<file path="src/rtl/decode_pkg.sv">
// Shared decode definitions: opcode/funct codes, ALU encodings, branch kinds and
// the control bundle carried into the E stage.
package decode_pkg;

  localparam logic [5:0] OP_RTYPE  = 6'h00;
  localparam logic [5:0] OP_REGIMM = 6'h01;
  localparam logic [5:0] OP_J      = 6'h02;
  localparam logic [5:0] OP_JAL    = 6'h03;
  localparam logic [5:0] OP_BEQ    = 6'h04;
  localparam logic [5:0] OP_BNE    = 6'h05;
  localparam logic [5:0] OP_BLEZ   = 6'h06;
  localparam logic [5:0] OP_BGTZ   = 6'h07;
  localparam logic [5:0] OP_ADDI   = 6'h08;
  localparam logic [5:0] OP_ADDIU  = 6'h09;
  localparam logic [5:0] OP_SLTI   = 6'h0A;
  localparam logic [5:0] OP_SLTIU  = 6'h0B;
  localparam logic [5:0] OP_ANDI   = 6'h0C;
  localparam logic [5:0] OP_ORI    = 6'h0D;
  localparam logic [5:0] OP_XORI   = 6'h0E;
  localparam logic [5:0] OP_LUI    = 6'h0F;
  localparam logic [5:0] OP_LW     = 6'h23;
  localparam logic [5:0] OP_SW     = 6'h2B;

  localparam logic [5:0] F_SLL     = 6'h00;
  localparam logic [5:0] F_SRL     = 6'h02;
  localparam logic [5:0] F_SRA     = 6'h03;
  localparam logic [5:0] F_JR      = 6'h08;
  localparam logic [5:0] F_SYSCALL = 6'h0C;
  localparam logic [5:0] F_ADD     = 6'h20;
  localparam logic [5:0] F_ADDU    = 6'h21;
  localparam logic [5:0] F_SUB     = 6'h22;
  localparam logic [5:0] F_SUBU    = 6'h23;
  localparam logic [5:0] F_AND     = 6'h24;
  localparam logic [5:0] F_OR      = 6'h25;
  localparam logic [5:0] F_XOR     = 6'h26;
  localparam logic [5:0] F_NOR     = 6'h27;
  localparam logic [5:0] F_SLT     = 6'h2A;
  localparam logic [5:0] F_SLTU    = 6'h2B;

  localparam logic [3:0] ALU_ADD  = 4'd0;
  localparam logic [3:0] ALU_SUB  = 4'd1;
  localparam logic [3:0] ALU_AND  = 4'd2;
  localparam logic [3:0] ALU_OR   = 4'd3;
  localparam logic [3:0] ALU_XOR  = 4'd4;
  localparam logic [3:0] ALU_NOR  = 4'd5;
  localparam logic [3:0] ALU_SLT  = 4'd6;
  localparam logic [3:0] ALU_SLTU = 4'd7;
  localparam logic [3:0] ALU_SLL  = 4'd8;
  localparam logic [3:0] ALU_SRL  = 4'd9;
  localparam logic [3:0] ALU_SRA  = 4'd10;
  localparam logic [3:0] ALU_LUI  = 4'd11;

  typedef enum logic [3:0] {
    BR_NONE,
    BR_BEQ,
    BR_BNE,
    BR_BLEZ,
    BR_BGTZ,
    BR_BLTZ,
    BR_BGEZ,
    BR_J,
    BR_JR
  } branch_t;

  typedef struct packed {
    logic       reg_write;
    logic       mem_to_reg;
    logic       mem_write;
    logic       alu_src;
    logic       reg_dest;
    logic       syscall;
    logic [3:0] alu_op;
  } ctrl_t;

  function automatic ctrl_t r_ctrl(input logic [3:0] op);
    ctrl_t c;
    c           = '0;
    c.reg_write = 1'b1;
    c.reg_dest  = 1'b1;
    c.alu_op    = op;
    return c;
  endfunction

  function automatic ctrl_t i_ctrl(input logic [3:0] op);
    ctrl_t c;
    c           = '0;
    c.reg_write = 1'b1;
    c.alu_src   = 1'b1;
    c.alu_op    = op;
    return c;
  endfunction

  // Logical immediates are zero-extended; everything else sign-extends.
  function automatic logic is_zext_op(input logic [5:0] op);
    return (op == OP_ANDI) || (op == OP_ORI) || (op == OP_XORI);
  endfunction

endpackage

</file>
<file path="src/rtl/decode_regfile.sv">
// Architectural register file: R0 hard-wired to zero, two read ports with
// write-through bypass of the same-cycle writeback.
module decode_regfile #(
  parameter int DATA_WIDTH = 32,
  parameter int REG_COUNT  = 32,
  localparam int ID_WIDTH  = $clog2(REG_COUNT)
) (
  input  logic                  clock,
  input  logic                  reset,
  input  logic                  we,
  input  logic [ID_WIDTH-1:0]   waddr,
  input  logic [DATA_WIDTH-1:0] wdata,
  input  logic [ID_WIDTH-1:0]   raddr_a,
  input  logic [ID_WIDTH-1:0]   raddr_b,
  output logic [DATA_WIDTH-1:0] rdata_a,
  output logic [DATA_WIDTH-1:0] rdata_b
);

  logic [DATA_WIDTH-1:0] regs_q [REG_COUNT];
  logic [DATA_WIDTH-1:0] regs_d [REG_COUNT];
  logic                  wr_en;

  assign wr_en = we && (waddr != '0);

  always_comb begin
    regs_d = regs_q;
    if (wr_en) regs_d[waddr] = wdata;
  end

  always_ff @(posedge clock) begin
    if (reset) regs_q <= '{default: '0};
    else       regs_q <= regs_d;
  end

  always_comb begin
    rdata_a = regs_q[raddr_a];
    rdata_b = regs_q[raddr_b];
    if (wr_en && (waddr == raddr_a)) rdata_a = wdata;
    if (wr_en && (waddr == raddr_b)) rdata_b = wdata;
    if (raddr_a == '0) rdata_a = '0;
    if (raddr_b == '0) rdata_b = '0;
  end

endmodule

</file>
<file path="src/rtl/decode_pipe_stage.sv">
// Decode stage: instruction decode, register read, early branch/jump resolution
// and the D->E pipeline register with stall/flush and a saturating decode count.
module decode_pipe_stage
  import decode_pkg::*;
#(
  parameter int DATA_WIDTH    = 32,
  parameter int REG_COUNT     = 32,
  parameter int CNT_WIDTH     = 16,
  localparam int REG_ID_WIDTH = $clog2(REG_COUNT)
) (
  input  logic                    clock,
  input  logic                    reset,
  input  logic [31:0]             instruction,
  input  logic [DATA_WIDTH-1:0]   pc_plus_four,
  input  logic                    valid_F,
  input  logic [DATA_WIDTH-1:0]   writeback_value,
  input  logic [REG_ID_WIDTH-1:0] writeback_id,
  input  logic                    reg_write_W,
  input  logic [DATA_WIDTH-1:0]   forward_value_M,
  input  logic                    forward_rs_M,
  input  logic                    forward_rt_M,
  input  logic                    stall_E,
  input  logic                    flush_E,
  output logic                    pc_src_D,
  output logic [DATA_WIDTH-1:0]   jump_address_D,
  output logic [DATA_WIDTH-1:0]   rs_value_E,
  output logic [DATA_WIDTH-1:0]   rt_value_E,
  output logic [DATA_WIDTH-1:0]   immediate_E,
  output logic [REG_ID_WIDTH-1:0] rs_id_E,
  output logic [REG_ID_WIDTH-1:0] rt_id_E,
  output logic [REG_ID_WIDTH-1:0] rd_id_E,
  output logic [4:0]              shamt_E,
  output logic                    reg_write_E,
  output logic                    mem_to_reg_E,
  output logic                    mem_write_E,
  output logic                    alu_src_E,
  output logic                    reg_dest_E,
  output logic                    syscall_E,
  output logic                    valid_E,
  output logic [3:0]              alu_op_E,
  output logic [CNT_WIDTH-1:0]    decode_count
);

  logic [5:0]              opcode, funct;
  logic [4:0]              rs_f, rt_f, rd_f;
  logic [REG_ID_WIDTH-1:0] rs_id, rt_id, rd_id;
  logic [DATA_WIDTH-1:0]   imm_sext, imm_val;
  logic [DATA_WIDTH-1:0]   rs_rf, rt_rf, rs_op, rt_op;
  logic [DATA_WIDTH-1:0]   br_target, j_target;
  ctrl_t                   ctrl;
  branch_t                 br;
  logic                    taken;

  assign opcode = instruction[31:26];
  assign rs_f   = instruction[25:21];
  assign rt_f   = instruction[20:16];
  assign rd_f   = instruction[15:11];
  assign funct  = instruction[5:0];
  assign rs_id  = REG_ID_WIDTH'(rs_f);
  assign rt_id  = REG_ID_WIDTH'(rt_f);
  assign rd_id  = REG_ID_WIDTH'(rd_f);

  assign imm_sext = {{(DATA_WIDTH-16){instruction[15]}}, instruction[15:0]};
  assign imm_val  = is_zext_op(opcode) ? {{(DATA_WIDTH-16){1'b0}}, instruction[15:0]} : imm_sext;

  decode_regfile #(
    .DATA_WIDTH(DATA_WIDTH),
    .REG_COUNT (REG_COUNT)
  ) u_regfile (
    .clock  (clock),
    .reset  (reset),
    .we     (reg_write_W),
    .waddr  (writeback_id),
    .wdata  (writeback_value),
    .raddr_a(rs_id),
    .raddr_b(rt_id),
    .rdata_a(rs_rf),
    .rdata_b(rt_rf)
  );

  always_comb begin
    ctrl = '0;
    br   = BR_NONE;
    case (opcode)
      OP_RTYPE: begin
        case (funct)
          F_ADD, F_ADDU: ctrl = r_ctrl(ALU_ADD);
          F_SUB, F_SUBU: ctrl = r_ctrl(ALU_SUB);
          F_AND:         ctrl = r_ctrl(ALU_AND);
          F_OR:          ctrl = r_ctrl(ALU_OR);
          F_XOR:         ctrl = r_ctrl(ALU_XOR);
          F_NOR:         ctrl = r_ctrl(ALU_NOR);
          F_SLT:         ctrl = r_ctrl(ALU_SLT);
          F_SLTU:        ctrl = r_ctrl(ALU_SLTU);
          F_SLL:         ctrl = r_ctrl(ALU_SLL);
          F_SRL:         ctrl = r_ctrl(ALU_SRL);
          F_SRA:         ctrl = r_ctrl(ALU_SRA);
          F_JR:          br   = BR_JR;
          F_SYSCALL:     ctrl.syscall = 1'b1;
          default:       ctrl = '0;
        endcase
      end
      OP_REGIMM: begin
        if (rt_f == 5'd0)      br = BR_BLTZ;
        else if (rt_f == 5'd1) br = BR_BGEZ;
      end
      OP_J, OP_JAL:        br   = BR_J;
      OP_BEQ:              br   = BR_BEQ;
      OP_BNE:              br   = BR_BNE;
      OP_BLEZ:             br   = BR_BLEZ;
      OP_BGTZ:             br   = BR_BGTZ;
      OP_ADDI, OP_ADDIU:   ctrl = i_ctrl(ALU_ADD);
      OP_SLTI:             ctrl = i_ctrl(ALU_SLT);
      OP_SLTIU:            ctrl = i_ctrl(ALU_SLTU);
      OP_ANDI:             ctrl = i_ctrl(ALU_AND);
      OP_ORI:              ctrl = i_ctrl(ALU_OR);
      OP_XORI:             ctrl = i_ctrl(ALU_XOR);
      OP_LUI:              ctrl = i_ctrl(ALU_LUI);
      OP_LW: begin
        ctrl            = i_ctrl(ALU_ADD);
        ctrl.mem_to_reg = 1'b1;
      end
      OP_SW: begin
        ctrl.mem_write = 1'b1;
        ctrl.alu_src   = 1'b1;
        ctrl.alu_op    = ALU_ADD;
      end
      default: ctrl = '0;
    endcase
  end

  // Branches resolve here, so a forwarded M-stage result overrides the register read.
  assign rs_op     = forward_rs_M ? forward_value_M : rs_rf;
  assign rt_op     = forward_rt_M ? forward_value_M : rt_rf;
  assign br_target = pc_plus_four + (imm_sext << 2);
  assign j_target  = {pc_plus_four[DATA_WIDTH-1:28], instruction[25:0], 2'b00};

  always_comb begin
    taken          = 1'b0;
    jump_address_D = br_target;
    case (br)
      BR_BEQ:  taken = (rs_op == rt_op);
      BR_BNE:  taken = (rs_op != rt_op);
      BR_BLEZ: taken = rs_op[DATA_WIDTH-1] || (rs_op == '0);
      BR_BGTZ: taken = !rs_op[DATA_WIDTH-1] && (rs_op != '0);
      BR_BLTZ: taken = rs_op[DATA_WIDTH-1];
      BR_BGEZ: taken = !rs_op[DATA_WIDTH-1];
      BR_J: begin
        taken          = 1'b1;
        jump_address_D = j_target;
      end
      BR_JR: begin
        taken          = 1'b1;
        jump_address_D = rs_op;
      end
      default: taken = 1'b0;
    endcase
  end

  assign pc_src_D = taken && valid_F;

  ctrl_t                   ctrl_e_q, ctrl_e_d;
  logic                    valid_e_q, valid_e_d;
  logic [DATA_WIDTH-1:0]   rs_val_e_q, rs_val_e_d, rt_val_e_q, rt_val_e_d;
  logic [DATA_WIDTH-1:0]   imm_e_q, imm_e_d;
  logic [REG_ID_WIDTH-1:0] rs_id_e_q, rs_id_e_d, rt_id_e_q, rt_id_e_d, rd_id_e_q, rd_id_e_d;
  logic [4:0]              shamt_e_q, shamt_e_d;
  logic [CNT_WIDTH-1:0]    count_q, count_d;

  always_comb begin
    ctrl_e_d   = ctrl_e_q;
    valid_e_d  = valid_e_q;
    rs_val_e_d = rs_val_e_q;
    rt_val_e_d = rt_val_e_q;
    imm_e_d    = imm_e_q;
    rs_id_e_d  = rs_id_e_q;
    rt_id_e_d  = rt_id_e_q;
    rd_id_e_d  = rd_id_e_q;
    shamt_e_d  = shamt_e_q;
    count_d    = count_q;
    if (flush_E) begin
      ctrl_e_d   = '0;
      valid_e_d  = 1'b0;
      rs_val_e_d = '0;
      rt_val_e_d = '0;
      imm_e_d    = '0;
      rs_id_e_d  = '0;
      rt_id_e_d  = '0;
      rd_id_e_d  = '0;
      shamt_e_d  = '0;
    end else if (!stall_E) begin
      ctrl_e_d   = valid_F ? ctrl : '0;
      valid_e_d  = valid_F;
      rs_val_e_d = rs_rf;
      rt_val_e_d = rt_rf;
      imm_e_d    = imm_val;
      rs_id_e_d  = rs_id;
      rt_id_e_d  = rt_id;
      rd_id_e_d  = rd_id;
      shamt_e_d  = instruction[10:6];
      if (valid_F && (count_q != '1)) count_d = count_q + CNT_WIDTH'(1);
    end
  end

  always_ff @(posedge clock) begin
    if (reset) begin
      ctrl_e_q   <= '0;
      valid_e_q  <= 1'b0;
      rs_val_e_q <= '0;
      rt_val_e_q <= '0;
      imm_e_q    <= '0;
      rs_id_e_q  <= '0;
      rt_id_e_q  <= '0;
      rd_id_e_q  <= '0;
      shamt_e_q  <= '0;
      count_q    <= '0;
    end else begin
      ctrl_e_q   <= ctrl_e_d;
      valid_e_q  <= valid_e_d;
      rs_val_e_q <= rs_val_e_d;
      rt_val_e_q <= rt_val_e_d;
      imm_e_q    <= imm_e_d;
      rs_id_e_q  <= rs_id_e_d;
      rt_id_e_q  <= rt_id_e_d;
      rd_id_e_q  <= rd_id_e_d;
      shamt_e_q  <= shamt_e_d;
      count_q    <= count_d;
    end
  end

  assign rs_value_E   = rs_val_e_q;
  assign rt_value_E   = rt_val_e_q;
  assign immediate_E  = imm_e_q;
  assign rs_id_E      = rs_id_e_q;
  assign rt_id_E      = rt_id_e_q;
  assign rd_id_E      = rd_id_e_q;
  assign shamt_E      = shamt_e_q;
  assign reg_write_E  = ctrl_e_q.reg_write;
  assign mem_to_reg_E = ctrl_e_q.mem_to_reg;
  assign mem_write_E  = ctrl_e_q.mem_write;
  assign alu_src_E    = ctrl_e_q.alu_src;
  assign reg_dest_E   = ctrl_e_q.reg_dest;
  assign syscall_E    = ctrl_e_q.syscall;
  assign alu_op_E     = ctrl_e_q.alu_op;
  assign valid_E      = valid_e_q;
  assign decode_count = count_q;

endmodule
</file>
<file path="config.mk">
export PLATFORM = sky130hd
export DESIGN_NAME = decode_pipe_stage
export DESIGN_NICKNAME = d
export VERILOG_FILES = /design/src/rtl/decode_pkg.sv /design/src/rtl/decode_regfile.sv /design/src/rtl/decode_pipe_stage.sv
export SDC_FILE = /design/constraint.sdc
export NUM_CORES = 2
export LEC_CHECK = 0
export ABC_AREA = 1
export BUFFER_PORTS_ARGS = -buffer_cell sky130_fd_sc_hd__buf_2
export CAP_MARGIN = 20
export CORE_MARGIN = 2
export CORE_UTILIZATION = 39
export CTS_CLUSTER_SIZE = 30
export DETAILED_ROUTE_END_ITERATION = 10
export HOLD_SLACK_MARGIN = 0.15
export PLACE_DENSITY_LB_ADDON = 0.05
export SYNTH_ARGS = -nofsm -noshare
export SYNTH_HDL_FRONTEND = slang
export SYNTH_SLANG_ARGS = --single-unit
</file>
<file path="constraint.sdc">
create_clock -name clock -period 6.6 [get_ports clock]
set_input_delay 0.33 -clock clock [delete_from_list [all_inputs] [get_ports clock]]
set_output_delay 0.33 -clock clock [all_outputs]
set_load 0.05 [all_outputs]
</file>
==> flow_summary.yaml <==
status:
  status: "finished clean"
drt:
  drc: 0
  post_drt_wl_per_cell_um: 26.2
  ant_nets: 0
  drt_pass1_iterations: 7
  wl_mm: 326
  dr.first_iter.drc_count: 9029
  num_vias: 72300
  drt-vias-per-instance: 5.81
synthesis:
  synth-main-ff-cell: "dfxtp_1"
  synth_area_um2: 64700
  synth.yosys.seq_area_share_pct: 35.3
  synthCells: 10400
  synth-seq-cells: 1142
  ys_top_cells_by_count: "2433 x nand2_1, 1349 x o21ai_0, 1142 x dfxtp_1"
  synth-async-reset-ratio_pct: 0
  yosysWarnings: 0
  syn_nets: 10600
  yosysTopAreaCellShare_pct: 35.3
  avgSynthCellArea_um2: 6.23
  synth_enable_flop_cells: 0
  yosysMostFrequentCell: "nand2_1"
  synth_top_area_cell: "dfxtp_1"
  yosys-top-cells-area: "dfxtp_1 35%, nand2_1 14%, o21ai_0 10%, nand3_1 8.5%, a21oi_1 8.1%"
  ys_types: 52
power:
  ir_drop_v: 0.000303
  total_leakage_power_nw: 30.4
  p_per_area_nw_per_um2: 252
sta:
  post-route-period-util_pct: 79.7
  slew_violations: 0
  worst_slew_pin_slew_ns: 1.30
  rsz0062_at_grt: "no"
  holdWs_ns: 0.155
  max_freq_mhz: 190
  finalWorstSetupSlack_ns: 1.34
  setup_viol: 0
  hold_violations: 0
  final.min_clock_period_ns: 5.26
  max_slew_margin_pct: 13.7
  fin_tns_setup_ns: 0
  skew_ns: 0.0277
critical_path:
  crit_path_start_kind: "primary input"
  reg2reg_depth: 12
  arrival_ns: 4.93
  path_max_fanout: 89
  path_class: "in -> out"
  crit_path_end_kind: "primary output"
  timing.rr.end: "decode_count[15]"
  r2r-start: "decode_count[0]"
  startpoint: "instruction[16]"
  r2r_slack_ns: 4.22
  worstPathRequired_ns: 6.27
finish:
  area_growth_pct: 11.6
  finalNonFillerCells: 12400
  drive_above_1_share_pct: 7.96
  nNetsFinal: 10300
  fillers: 17500
min_path:
  min_to: "u_regfile.regs_q[310]"
  hold_depth: 4
  hp-start: "reset"
  hp-class: "in -> reg"
placed_design:
  gp_congestion: 0.952
  placedCellCount: 12100
  post-place-ws_ns: 1.43
  numPortBuffers: 316
  dpl.hpwl_mm: 191
die:
  core_um2: 165000
  die_h_um: 411
  start_util_pct: 39.3
  io_pins: 317
  die_area_um2: 169000
  die_x_um: 411
  std_cell_rows: 149
clocking:
  root_buffer: "clkbuf_16"
  cts.sinks: 1142
  clk_latency_ns: 0.82
  htreeDepth: 4
  cts_tree: "built"
  postCtsSetupRepairBufs: 0
  numCtsBuffers: 142
  clk_path_buf_depth: 3
  clk_pin_slew_worst_paths_ns: 0.06
global_routing:
  grt_pass1_vias: 65200
  antenna_found_initial: 33
  globalRouteOverflowTotal: 0
  grt_max_degree: 227
  track_usage_pct: 37.1
  grt_pass1_wl_mm: 464
flow_run:
  maxCapViolCount: 0
## routing by layer
metal  share of wire [%]  GRT usage, %  vias to the layer above
met5               0.041             0                        -
met4                 6.8          23.2                       18
met3                 9.1          6.96                      861
met2                  43          56.7                     3860
met1                  41          47.9                    34000
li1                    -             -                    33600
## worst max-delay path, stage by stage
cell and delay [ns]:
buf_8 0.46, inv_8 0.35, nor2_4 0.61, buf_12 0.37
nand2_1 0.09, nand3_1 0.11, nand2_1 0.06, nand2_1 0.17
nand2_1 0.07, o21ai_1 0.66, nand3_1 0.16, nand2_1 0.10
nand2_1 0.05, nand2_1 0.06, nand2_1 0.08, nor2_1 0.11
nand2_1 0.09, nor2_2 0.17, nand2_1 0.08, nand2_1 0.05
nand2_1 0.09, a21oi_1 0.14, buf_2 0.32
## metrics by stage
stage | utilization (%) | power, mW | instance area (um^2)
after detailed placement | 40.5 | 10.1 | 66800
after global routing | 43.8 | 18.7 | 72200
after floorplan | - | 8.98 | 64700
after CTS | 43.8 | 18.2 | 72100
after global placement | 40.5 | 10.1 | 66700
final | 43.8 | 18.2 | 72200
## how the worst max path moves through the flow
stage	cells past startpoint	slack, ns	to
finish	23	1.34	pc_src_D
CTS	23	1.42	pc_src_D
global route	23	0.99	pc_src_D
floorplan	14	3.29	jump_address_D[26]
detailed placement	23	1.43	pc_src_D
global placement	23	1.38	pc_src_D
## cells by family (layout without fill, tap and decap cells)
group                    Yosys count  after routing  synth area share [%]
AO/OA/AOI/OAI                   2803           2803                  23.2
XOR/XNOR                          19             19                 0.257
adder cells (fa/ha/maj)           31             31                 0.611
buffers and inverters           1901           1761                  11.9
flip-flops                      1142           1142                  35.3
other                              0             17                     0
AND/OR/NAND/NOR                 4483           4483                  28.6
## power by group
group	total [mW]	internal [mW]	switching (mW)
Combinational	2.97	0.708	2.26
Clock	8.16	4.77	3.39
Sequential	7.06	7.00	0.0602
Total	18.2	12.5	5.71
## placed cells by master (no fill, tap or decap), types with 6 or more instances in the layout
| master | netlist | routed |
|---|---|---|
| clkinv_2 | 0 | 35 |
| nor2_2 | 3 | 19 |
| nand3_1 | 1102 | 1102 |
| clkbuf_16 | 0 | 144 |
| xnor2_1 | 9 | 9 |
| nor2_4 | 2 | 9 |
| inv_1 | 949 | 923 |
| inv_2 | 23 | 39 |
| nand2_1 | 2433 | 2432 |
| clkbuf_1 | 515 | 24 |
| inv_6 | 0 | 8 |
| o21ai_1 | 28 | 28 |
| o21bai_1 | 6 | 6 |
| bufinv_16 | 0 | 10 |
| or2_2 | 13 | 13 |
| nor3_1 | 23 | 23 |
| dfxtp_1 | 1142 | 1142 |
| nand4_1 | 64 | 64 |
| dlygate4sd3_1 | 0 | 62 |
| nand2_2 | 8 | 9 |
| buf_2 | 289 | 308 |
| buf_12 | 0 | 30 |
| ha_1 | 30 | 30 |
| o21ai_0 | 1349 | 1349 |
| diode_2 | 0 | 17 |
| clkbuf_8 | 0 | 33 |
| buf_4 | 45 | 120 |
| o211ai_1 | 312 | 312 |
| a31oi_1 | 13 | 13 |
| o221ai_1 | 19 | 19 |
| a21oi_1 | 1041 | 1041 |
| nor2_1 | 820 | 797 |
| o21ai_2 | 12 | 12 |
| xor2_1 | 10 | 10 |
## registers in the layout (all words and copies together) (netlist names)
signal            cells
u_regfile.regs_q   1024
rs_value_E           32
rt_value_E           32
immediate_E          17
decode_count         16
rs_id_E               5
rt_id_E               5
alu_op_E              4
alu_src_E             1
mem_to_reg_E          1
mem_write_E           1
reg_dest_E            1
reg_write_E           1
syscall_E             1
valid_E               1
## layout make-up
class	instances	area (um^2)	area share, %
multi-input cells	7336	34200	47.4
flip-flops and latches	1142	22900	31.7
clock buffers	201	4150	5.75
repair buffers	529	3830	5.30
inverters	986	3760	5.21
well taps	2189	2740	3.79
clock inverters	45	581	0.804
diodes	17	42.5	0.0589
## timing repair
item	CTS	global route
resized for setup	0	0
setup endpoints to repair	0	0
hold buffers	62	0
hold endpoints to repair	168	0
(Power assumes the default switching activity.)
